==> src/rtl/ct_writeback_if.sv <==
// rtl/ct_writeback_if.sv - ciphertext stream and Wishbone read bus bundle for ct_writeback
interface ct_writeback_if #(
    parameter int ADDR_W = 5
);
    logic              ct_valid;
    logic [63:0]       ct_data;
    logic              ct_ready;
    logic              wb_stb;
    logic [ADDR_W-1:0] wb_addr;
    logic              wb_ack;
    logic [31:0]       wb_dat_o;

    modport master (
        output ct_valid, ct_data, wb_stb, wb_addr,
        input  ct_ready, wb_ack, wb_dat_o
    );

    modport slave (
        input  ct_valid, ct_data, wb_stb, wb_addr,
        output ct_ready, wb_ack, wb_dat_o
    );
endinterface

==> src/rtl/ct_writeback.sv <==
// rtl/ct_writeback.sv - ASCON ciphertext writeback into SRAM with Wishbone readback (option: WB_STATUS_EN)
module ct_writeback #(
    parameter int ADDR_W    = 5,
    parameter int DEPTH     = 32,
    parameter int BASE_ADDR = 16
) (
    input  logic              clk,
    input  logic              RST,
    input  logic              start,
    input  logic [7:0]        datalen,
    ct_writeback_if.slave     bus,
    output logic              mem_csb0,
    output logic [ADDR_W-1:0] mem_addr0,
    output logic [31:0]       mem_din0,
    output logic              mem_csb1,
    output logic [ADDR_W-1:0] mem_addr1,
    input  logic [31:0]       mem_dout1,
    output logic              done,
    output logic              ovf_err
);
    localparam logic [7:0] LAST = 8'(DEPTH - 1);
    localparam logic [7:0] BASE = 8'(BASE_ADDR);

    typedef enum logic [2:0] {IDLE, RUN, W_HI, W_LO, DONE} state_t;

    state_t      state;
    logic [7:0]  left;
    logic [7:0]  ptr;
    logic [7:0]  ptr_nx;
    logic [31:0] blk_lo;

    // keep the first n bytes of a big-endian word, zero the rest
    function automatic logic [31:0] mask_word(input logic [31:0] w, input logic [7:0] n);
        logic [31:0] m;
        m = '0;
        for (int i = 0; i < 4; i++) begin
            if (n > 8'(i)) m[31-8*i -: 8] = 8'hFF;
        end
        return w & m;
    endfunction

    assign ptr_nx = ptr + 8'd1;

    always_ff @(posedge clk) begin
        if (RST) begin
            state        <= IDLE;
            left         <= '0;
            ptr          <= '0;
            blk_lo       <= '0;
            bus.ct_ready <= 1'b0;
            mem_csb0     <= 1'b1;
            mem_addr0    <= '0;
            mem_din0     <= '0;
            done         <= 1'b0;
            ovf_err      <= 1'b0;
        end else if (start) begin
            left         <= datalen;
            ptr          <= BASE;
            ovf_err      <= 1'b0;
            mem_csb0     <= 1'b1;
            done         <= (datalen == 8'd0);
            bus.ct_ready <= (datalen != 8'd0);
            state        <= (datalen == 8'd0) ? DONE : RUN;
        end else begin
            case (state)
                IDLE: bus.ct_ready <= 1'b0;
                RUN: begin
                    if (bus.ct_valid) begin
                        blk_lo       <= bus.ct_data[31:0];
                        bus.ct_ready <= 1'b0;
                        mem_addr0    <= ptr[ADDR_W-1:0];
                        mem_din0     <= mask_word(bus.ct_data[63:32], left);
                        if (ptr > LAST) begin
                            mem_csb0 <= 1'b1;
                            ovf_err  <= 1'b1;
                        end else begin
                            mem_csb0 <= 1'b0;
                        end
                        state <= W_HI;
                    end
                end
                W_HI: begin
                    ptr <= ptr_nx;
                    if (left > 8'd4) begin
                        left      <= left - 8'd4;
                        mem_addr0 <= ptr_nx[ADDR_W-1:0];
                        mem_din0  <= mask_word(blk_lo, left - 8'd4);
                        if (ptr_nx > LAST) begin
                            mem_csb0 <= 1'b1;
                            ovf_err  <= 1'b1;
                        end else begin
                            mem_csb0 <= 1'b0;
                        end
                        state <= W_LO;
                    end else begin
                        left     <= '0;
                        mem_csb0 <= 1'b1;
                        done     <= 1'b1;
                        state    <= DONE;
                    end
                end
                W_LO: begin
                    ptr      <= ptr_nx;
                    mem_csb0 <= 1'b1;
                    if (left <= 8'd4) begin
                        left  <= '0;
                        done  <= 1'b1;
                        state <= DONE;
                    end else begin
                        left         <= left - 8'd4;
                        bus.ct_ready <= 1'b1;
                        state        <= RUN;
                    end
                end
                DONE:    bus.ct_ready <= 1'b0;
                default: state <= IDLE;
            endcase
        end
    end

    // read select is driven straight from the strobe so the SRAM samples it on the first edge
    logic rd_pend;
    logic rd_issue;
    logic rd_stat;
    logic stat_sel;

`ifdef WB_STATUS_EN
    assign stat_sel = (bus.wb_addr == '1);
`else
    assign stat_sel = 1'b0;
`endif

    assign rd_issue  = !RST && bus.wb_stb && !bus.wb_ack && !rd_pend;
    assign mem_csb1  = !(rd_issue && !stat_sel);
    assign mem_addr1 = rd_issue ? bus.wb_addr : '0;

    always_ff @(posedge clk) begin
        if (RST) begin
            rd_pend      <= 1'b0;
            rd_stat      <= 1'b0;
            bus.wb_ack   <= 1'b0;
            bus.wb_dat_o <= '0;
        end else begin
            bus.wb_ack <= 1'b0;
            if (rd_issue) begin
                rd_pend <= 1'b1;
                rd_stat <= stat_sel;
            end
            if (rd_pend) begin
                rd_pend      <= 1'b0;
                bus.wb_ack   <= 1'b1;
                bus.wb_dat_o <= rd_stat ? {done, ovf_err, 22'b0, left} : mem_dout1;
            end
        end
    end
endmodule

==> src/flat_wrapper.sv <==
// flat-port wrapper written by rule: the top's interface ports become plain ports
module ct_writeback_flat 
#(
    parameter int ADDR_W    = 5,
    parameter int DEPTH     = 32,
    parameter int BASE_ADDR = 16
)
  (clk, RST, start, datalen, mem_csb0, mem_addr0, mem_din0, mem_csb1, mem_addr1, mem_dout1, done, ovf_err, bus_ct_valid, bus_ct_data, bus_wb_stb, bus_wb_addr, bus_ct_ready, bus_wb_ack, bus_wb_dat_o);
  ct_writeback_if #(.ADDR_W(ADDR_W)) bus_i ();
  input  logic clk;
  input  logic RST;
  input  logic start;
  input  logic [7:0] datalen;
  output logic mem_csb0;
  output logic [ADDR_W-1:0] mem_addr0;
  output logic [31:0] mem_din0;
  output logic mem_csb1;
  output logic [ADDR_W-1:0] mem_addr1;
  input  logic [31:0] mem_dout1;
  output logic done;
  output logic ovf_err;
  input wire logic [$bits(bus_i.ct_valid)-1:0] bus_ct_valid;
  input wire logic [$bits(bus_i.ct_data)-1:0] bus_ct_data;
  input wire logic [$bits(bus_i.wb_stb)-1:0] bus_wb_stb;
  input wire logic [$bits(bus_i.wb_addr)-1:0] bus_wb_addr;
  output wire logic [$bits(bus_i.ct_ready)-1:0] bus_ct_ready;
  output wire logic [$bits(bus_i.wb_ack)-1:0] bus_wb_ack;
  output wire logic [$bits(bus_i.wb_dat_o)-1:0] bus_wb_dat_o;
  assign bus_i.ct_valid = bus_ct_valid;
  assign bus_i.ct_data = bus_ct_data;
  assign bus_i.wb_stb = bus_wb_stb;
  assign bus_i.wb_addr = bus_wb_addr;
  assign bus_ct_ready = bus_i.ct_ready;
  assign bus_wb_ack = bus_i.wb_ack;
  assign bus_wb_dat_o = bus_i.wb_dat_o;
  ct_writeback #(.ADDR_W(ADDR_W), .DEPTH(DEPTH), .BASE_ADDR(BASE_ADDR)) u_core (.clk(clk), .RST(RST), .start(start), .datalen(datalen), .bus(bus_i), .mem_csb0(mem_csb0), .mem_addr0(mem_addr0), .mem_din0(mem_din0), .mem_csb1(mem_csb1), .mem_addr1(mem_addr1), .mem_dout1(mem_dout1), .done(done), .ovf_err(ovf_err));
endmodule
==> config.mk <==
export PLATFORM = sky130hd
export DESIGN_NAME = ct_writeback_flat
export DESIGN_NICKNAME = d
export VERILOG_FILES = /design/src/rtl/ct_writeback_if.sv /design/src/rtl/ct_writeback.sv /design/src/flat_wrapper.sv
export SDC_FILE = /design/constraint.sdc
export NUM_CORES = 1
export LEC_CHECK = 0
export ABC_AREA = 0
export BUFFER_PORTS_ARGS = -buffer_cell sky130_fd_sc_hd__buf_2
export CORE_MARGIN = 4
export CORE_UTILIZATION = 30
export DETAILED_ROUTE_END_ITERATION = 10
export HOLD_SLACK_MARGIN = 0.05
export PLACE_DENSITY = 0.52
export SLEW_MARGIN = 20
export SYNTH_ARGS = -nofsm -noshare
export SYNTH_HDL_FRONTEND = slang
export SYNTH_SLANG_ARGS = --single-unit
==> constraint.sdc <==
create_clock -name clk -period 2.39 [get_ports clk]
set_clock_uncertainty 0.1 [all_clocks]
set_input_delay 0.478 -clock clk [delete_from_list [all_inputs] [get_ports clk]]
set_output_delay 0.478 -clock clk [all_outputs]
set_load 0.02 [all_outputs]
Yosys cells after proc, flatten, opt, wreduce, memory -nomap -nowiden

Cells that the tools add are included.
W data, S select, Z words.

Reductions and logical operators: 26
Add/subtract/negate cells: 2
Equal/unequal tests: 13
Bitwise gates (word level): 3
Mux-type cells: 79
Magnitude comparators: 12

Operators by type and width:

| operator              | count |
|---|---|
| $mux W8               | 43 |
| $and A32 B32 Y32      | 2 |
| $mux W32              | 2 |
| $pmux W32 S2          | 1 |
| $gt A8 B1 Y1 const B  | 4 |
| $gt A8 B2 Y1 const B  | 4 |
| $mux W5               | 5 |
| $gt A8 B5 Y1 const B  | 2 |
| $mux W1               | 16 |
| $pmux W8 S2           | 1 |
| $mux W3               | 5 |
| $pmux W3 S4           | 1 |
| $pmux W5 S2           | 1 |
| $ne A3 B3 Y1 const B  | 3 |
| $reduce_and A3 Y1     | 3 |
| $add A8 B1 Y8 const B | 1 |
| $gt A8 B3 Y1 const B  | 1 |
| $le A8 B3 Y1 const B  | 1 |
| $logic_not A8 Y1      | 1 |
| $ne A2 B1 Y1 const B  | 4 |
| $reduce_bool A8 Y1    | 1 |
| $reduce_or A2 Y1      | 4 |
| $sub A8 B3 Y8 const B | 1 |
| $eq A3 B2 Y1 const B  | 2 |
| other kinds (16)      | 26 |

Word-level logic and storage cells: 149
Input bits: 114
Flip-flop bits (word level): 126

Longest topological paths before layout

Gate-level depths: netlist of the first run.

Depth after elaboration: 10
Mapped depth: 9
Gate-level depth less buffers: 7

Worst setup path before layout of the first run

No wires, ideal clock.

Path kind: reg2reg
Start point: reg u_core.left[2]
End point: reg u_core.mem_din0[4]
Slack: 0.094 ns
Required time: 2.157 ns
Buffers on the path: 2
Setup time: 0.133 ns
Data arrival time: 2.064 ns
Stages on the path, launching flop included: 9
Cell sequence: dfxtp_1 buf_6 inv_1 ha_1 clkbuf_1 o41ai_4 a31oi_2 a221oi_1 nor3_2

Word-level cells in the longest chain between the ends: 10
Elaborated cells on any way between the ends: 21
Those cells by class: 1 x add/sub; 3 x order compare; 1 x eq/ne; 13 x mux; 2 x bitwise; 1 x reduce/logical

Ends and longest elaborated chain:

| item                   | line                | RTL |
|---|---|---|
| start, declared        | ct_writeback.sv:27  | `logic [7:0] left;` |
| start signal, assigned | ct_writeback.sv:57  | `left <= datalen;` |
| start signal, assigned | ct_writeback.sv:85  | `left <= left - 8'd4;` |
| start signal, assigned | ct_writeback.sv:110 | `left <= left - 8'd4;` |
| $sub A8 B3 Y8          | ct_writeback.sv:87  | `mem_din0 <= mask_word(blk_lo, left - 8'd4);` |
| $gt A8 B2 Y1           | ct_writeback.sv:37  | `if (n > 8'(i)) m[31-8*i -: 8] = 8'hFF;` |
| $mux W8                | ct_writeback.sv:37  |  |
| $mux W8                | ct_writeback.sv:84  | `if (left > 8'd4) begin` |
| $mux W8                | ct_writeback.sv:65  | `case (state)` |
| $mux W8                | ct_writeback.sv:56  | `end else if (start) begin` |
| $mux W8                | ct_writeback.sv:45  | `if (RST) begin` |
| $and A32 B32 Y32       | ct_writeback.sv:39  | `return w & m;` |
| $mux W32               | ct_writeback.sv:84  |  |
| $pmux W32 S2           | ct_writeback.sv:65  |  |
| end signal, assigned   | ct_writeback.sv:72  | `mem_din0 <= mask_word(bus.ct_data[63:32], left);` |
| end signal, assigned   | ct_writeback.sv:87  |  |
| end, declared          | ct_writeback.sv:14  | `output logic [31:0] mem_din0,` |

Several ways; a longest one is shown, not always the timed one. The select of a mux whose other input is x is not followed.
A chain may end at the register's enable or synchronous reset.

Worst setup path after layout of the first run

Start point: reg u_core.left[2]
End point: reg u_core.mem_din0[0]

Same word-level chain as after synthesis.

==> results.json, run 1 <==
{
  "grt_max_degree": 117,
  "synth-edff-count": 0,
  "worst_pin_slew_ps": 944,
  "placed_cells": 1006,
  "whs_path_depth": 3,
  "slew_headroom_pct": 36.7,
  "yosysSeqAreaShare_pct": 47.1,
  "rows": 48,
  "rsz0062_at_grt": "no",
  "grt_util_all_layers_pct": 15.5,
  "cts_buffers": 17,
  "overflow": 0,
  "die_h_um": 142,
  "initial_core_util_pct": 30.7,
  "gp_congestion": 0.795,
  "ant_nets": 0,
  "max_freq_mhz": 462,
  "crit_chain": "inv_1 -> ha_1 -> buf_4 -> o41ai_4 -> buf_4 -> a31oi_4 -> a221oi_1 -> nor3_1",
  "synthArstFlopShare_pct": 0,
  "netlist_area_um2": 5350,
  "holdBufCountCts": 0,
  "m1WireLength_um": 7980,
  "yosysTopAreaCell": "dfxtp_1",
  "clk_latency_ps": 420,
  "post-dp-hpwl_um": 11000,
  "layout.nets": 922,
  "syn_nets": 729,
  "dr_wl_met2_um": 6740,
  "antennaDiodeCount": 0,
  "drive_above_1_share_pct": 33.7,
  "synth_top_area_share_pct": 47.1,
  "leakagePower_nw": 3.08,
  "critPathMaxFanout": 10,
  "hold_class": "input pin to register",
  "antenna_found_initial": 0,
  "ys.flop_type": "dfxtp_1",
  "vias": 4987,
  "hold_viol": 0,
  "h-tree-depth": 4,
  "critPathKind": "register to register",
  "crit_top_cell": "buf_4",
  "io-pin-count": 194,
  "crit_slowest_cell": "a221oi_1",
  "synth_area_leaders": "dfxtp_1, nor2_1, a221oi_1",
  "finalSetupViolCount": 0,
  "first_global_vias": 4718,
  "start_kind": "register",
  "syn_inst": 610,
  "drc": 0,
  "intPower_mw": 4.17,
  "die_area_um2": 20000,
  "r2r_cells": 8,
  "met3_length_um": 1430,
  "clk_pin_slew_ps": 60,
  "power.density_nw_per_um2": 767,
  "status": "finished clean",
  "maxSlewViolCount": 0,
  "timing.final.crit_share_pct": 90.6,
  "clockBufferDepth": 2,
  "dr.max_layer_used": "met4",
  "drv_cap": 0,
  "wl_per_cell_um": 15.6,
  "worst_path_largest_cell_delay_ps": 380,
  "yosys.cell_types.count": 49,
  "vdd_drop_max_mv": 0.466,
  "required_ps": 2570,
  "ys_ff_latch": 126,
  "power_frac_comb_pct": 11.7,
  "ys_warn_count": 0,
  "p_sw_mw": 1.44,
  "worstPathArrival_ps": 2340,
  "synth.avg_cell_area_um2": 8.77,
  "drt_iter0_drc": 281,
  "grt_pass1_wl_um": 25100,
  "pwr-share-seq_pct": 39.7,
  "first_pass_iters": 4,
  "viasPerCell": 4.79,
  "wl_um": 16300,
  "tritoncts": "built",
  "switching_share_pct": 25.6,
  "layout_common_cells": "buf_2, dfxtp_1, nor2_1, nand2_1, a21oi_1",
  "clkPwrFrac_pct": 48.6,
  "stdcell_count": 1041,
  "dpl_cell_area_um2": 6620,
  "cts_sinks": 126,
  "fin_area_um2": 7310,
  "die_x_um": 142,
  "post-place-ws_ps": 28.4,
  "syn_to_final_growth_pct": 36.6,
  "setup-tns-final_ps": 0,
  "cts_root_buffer": "clkbuf_16",
  "critPathCaptureType": "register",
  "period_minus_slack_ps": 2170,
  "mostFrequentLayoutCell": "buf_2",
  "portBuffers": 193,
  "final_util_pct": 42.0,
  "design.core.area_um2": 17400,
  "setup_ws_ps": 225
}
## power by group through the flow
stage | clock (mW) | sequential, mW | combinational (mW)
after floorplan | 0 | 2.32 | 0.318
after global placement | 0 | 2.27 | 0.639
after detailed placement | 0 | 2.27 | 0.638
after CTS | 2.79 | 2.23 | 0.640
after global routing | 2.89 | 2.23 | 0.724
final | 2.73 | 2.23 | 0.657
## layer usage
metal | global-route usage (%) | vias to the layer above
li1 | - | 2546
met4 | 3.79 | 0
met5 | 0 | -
met1 | 22.2 | 2246
met3 | 5.97 | 11
met2 | 22.0 | 184
## cells in the mapped netlist, types with 5 or more instances
library cell	instances
clkbuf_1	33
nor2_1	94
buf_2	6
a31oi_1	6
xor2_1	6
and2_1	5
a211oi_1	7
ha_1	5
a221oi_1	38
nand2_1	83
dfxtp_1	126
mux2i_1	33
nor3_1	38
xnor2_1	6
inv_1	7
a21oi_1	47
## metrics by stage
step	hold WS [ps]	power, mW
6_report	191	5.61
5_1_grt	178	5.84
4_1_cts	173	5.66
3_5_place_dp	346	2.91
3_3_place_gp	344	2.91
2_1_floorplan	336	2.64
## cell type report
type / instances / area, µm²
clock inverter: 12 / 159
multi-input combinational: 431 / 2640
inverter: 7 / 26.3
timing repair buffer: 220 / 1210
fill: 1786 / 10100
tap: 225 / 282
clock buffer: 20 / 467
sequential: 126 / 2520
## final timing paths
path	start	to	slack, ps
worst min-delay path	mem_dout1[9]	u_core.bus.wb_dat_o[9]	190
worst max-delay path	u_core.left[2]	u_core.mem_din0[0]	220
worst max register to register	u_core.left[2]	u_core.mem_din0[0]	220
worst min register to register	u_core.mem_addr0[1]	u_core.mem_addr0[1]	350
## sequential cells by signal (all words and copies together) (netlist names)
| signal | count |
|---|---|
| u_core.state | 3 |
| u_core.blk_lo | 32 |
| u_core.done | 1 |
| u_core.bus.ct_ready | 1 |
| u_core.mem_csb0 | 1 |
| u_core.mem_addr0 | 5 |
| u_core.left | 8 |
| u_core.bus.wb_ack | 1 |
| u_core.bus.wb_dat_o | 32 |
| u_core.ptr | 8 |
| u_core.ovf_err | 1 |
| u_core.rd_pend | 1 |
| u_core.mem_din0 | 32 |
## cell families (layout without fill, tap and decap cells)
group / count (synthesis) / after routing / share of synthesized area [%]
compound gates: 120 / 121 / 16.6
xor+xnor: 12 / 12 / 1.96
fa+ha+maj: 5 / 5 / 1.17
buf+inv: 54 / 259 / 4.63
flops: 126 / 126 / 47.1
mux: 33 / 33 / 6.17
simple gates: 260 / 260 / 22.3
## timing repair
item	4_1_cts	5_1_grt
buffers inserted	0	2
gates resized for setup	0	5
hold endpoints to repair	0	0
endpoints found under the setup margin	0	36
## critical path: cells and delay by family, from the launching register on
| family | cells | cell delay [ps] |
|---|---|---|
| compound gates | 3 | 840 |
| fa+ha+maj | 1 | 200 |
| buf+inv | 3 | 450 |
| flops | 1 | 360 |
| simple gates | 1 | 80 |
(Power assumes the default switching activity.)
==> inputs of run 2 (changes only) <==
--- a/config.mk
+++ b/config.mk
@@ -10,8 +10,9 @@
 export CORE_MARGIN = 4
 export CORE_UTILIZATION = 30
 export DETAILED_ROUTE_END_ITERATION = 10
+export GPL_TIMING_DRIVEN = 0
 export HOLD_SLACK_MARGIN = 0.05
-export PLACE_DENSITY = 0.52
+export PLACE_DENSITY = 0.64
 export SLEW_MARGIN = 20
 export SYNTH_ARGS = -nofsm -noshare
 export SYNTH_HDL_FRONTEND = slang
==> results.json, run 2 (same netlist as run 1, synthesis figures left out) <==
{
  "drive_above_1_share_pct": 35.2,
  "fin_area_um2": 7430,
  "clk_pin_slew_ps": 60,
  "mostFrequentLayoutCell": "buf_2",
  "antenna_found_initial": 0,
  "die_area_um2": 20000,
  "die_x_um": 142,
  "drc": 0,
  "tritoncts": "built",
  "critPathKind": "register to register",
  "dpl_cell_area_um2": 6590,
  "wl_um": 16700,
  "critPathTopFamily": "simple AND/OR/NAND/NOR gates",
  "start_kind": "register",
  "syn_to_final_growth_pct": 38.9,
  "cts_root_buffer": "clkbuf_16",
  "grt_util_all_layers_pct": 16.8,
  "grt_pass1_wl_um": 26600,
  "rsz0062_at_grt": "no",
  "viasPerCell": 4.85,
  "wl_per_cell_um": 15.8,
  "vdd_drop_max_mv": 0.483,
  "finalSetupViolCount": 0,
  "drv_cap": 0,
  "portBuffers": 192,
  "die_h_um": 142,
  "finalPower_mw": 5.40,
  "design.core.area_um2": 17400,
  "power.density_nw_per_um2": 727,
  "critPathMaxFanout": 10,
  "reg_top3": "u_core.blk_lo (32), u_core.bus.wb_dat_o (32), u_core.mem_din0 (32)",
  "worst_pin_slew_ps": 959,
  "max_freq_mhz": 439,
  "io-pin-count": 194,
  "first_pass_iters": 4,
  "setup_ws_ps": 110,
  "hold_viol": 0,
  "status": "finished clean",
  "final_util_pct": 42.7,
  "gp_congestion": 0.815,
  "crit_slowest_cell": "nor4_2",
  "period_minus_slack_ps": 2280,
  "cts_sinks": 126,
  "layout_common_cells": "buf_2, dfxtp_1, nor2_1, nand2_1, a21oi_1",
  "drt_iter0_drc": 211,
  "setup-tns-final_ps": 0,
  "worst_path_largest_cell_delay_ps": 830,
  "post-dp-hpwl_um": 12100,
  "crit_chain": "buf_4 -> nor4_2 -> a31oi_4 -> buf_6 -> a221oi_1 -> nor3_1",
  "overflow": 0,
  "first_global_vias": 5190,
  "cts_buffers": 17,
  "layout.nets": 943,
  "leakagePower_nw": 3.11,
  "path_buf_inv": 2,
  "grt_max_degree": 17,
  "antennaDiodeCount": 0,
  "vias": 5148,
  "clk_latency_ps": 410,
  "initial_core_util_pct": 30.7,
  "required_ps": 2560,
  "rows": 48,
  "slew_headroom_pct": 35.6,
  "h-tree-depth": 4,
  "ant_nets": 0,
  "holdBufCountCts": 0,
  "timing.final.crit_share_pct": 95.4,
  "clockBufferDepth": 2,
  "maxSlewViolCount": 0,
  "hold_class": "input pin to register",
  "critPathCaptureType": "register",
  "worstPathArrival_ps": 2450,
  "post-place-ws_ps": -330
}
==> run 2: cell count changes in the layout (fill, tap and decap cells not counted), moves of 5 or more <==
cell,before,now
buf_6,0,5
a221oi_1,38,17
a221oi_2,0,21
buf_4,25,8
buf_2,192,197
clkbuf_1,0,27
==> run 2: through the flow <==
stage               hold slack [ps]  instances
global placement                340       1027
detailed placement              346       1027
finish                          191       1062
global route                    181       1062
CTS                             174       1060
floorplan                       336        610
==> run 2: worst reg2reg max path, stage by stage, from the launching register on <==
cell and delay (ps):
dfxtp_1 330, buf_4 170, nor4_2 830, a31oi_4 170
buf_6 220, a221oi_1 220, nor3_1 100
==> run 2: final cells by class <==
type | count | area, µm²
repair buffers | 197 | 1000
multi-input cells | 430 | 2810
fillers | 1790 | 9980
plain buffers | 45 | 224
inverters | 7 | 26.3
flip-flops and latches | 126 | 2520
clock buffers | 17 | 425
clock inverters | 15 | 140
well taps | 225 | 282
==> run 2: worst paths after layout <==
kind,slack (ps),endpoint,cells past startpoint,start
max,110,u_core.mem_din0[27],6,u_core.state[1]
min,190,u_core.bus.wb_dat_o[8],3,mem_dout1[8]
max reg2reg,110,u_core.mem_din0[27],6,u_core.state[1]
min reg2reg,350,u_core.blk_lo[29],2,u_core.blk_lo[29]
==> run 2: power by group <==
| group | total (mW) | leakage (nW) | switching [mW] | internal (mW) |
|---|---|---|---|---|
| Combinational | 0.692 | 1.81 | 0.422 | 0.270 |
| Sequential | 2.23 | 1.02 | 0.0485 | 2.18 |
| Clock | 2.48 | 0.278 | 1.04 | 1.44 |
==> run 2: metal layers <==
metal  up-vias  share of wire, %  GRT usage (%)
met4         0               2.2           5.81
met3        25               7.2           5.80
li1       2589                 -              -
met5         -                 0              0
met2       176                47           27.8
met1      2358                44           20.4
==> run 2: timing repair <==
item,in CTS,in global routing
endpoints found under the hold margin,0,0
gates resized for setup,7,44
buffers inserted,1,4
setup endpoints to repair,38,40
pin swaps,1,15
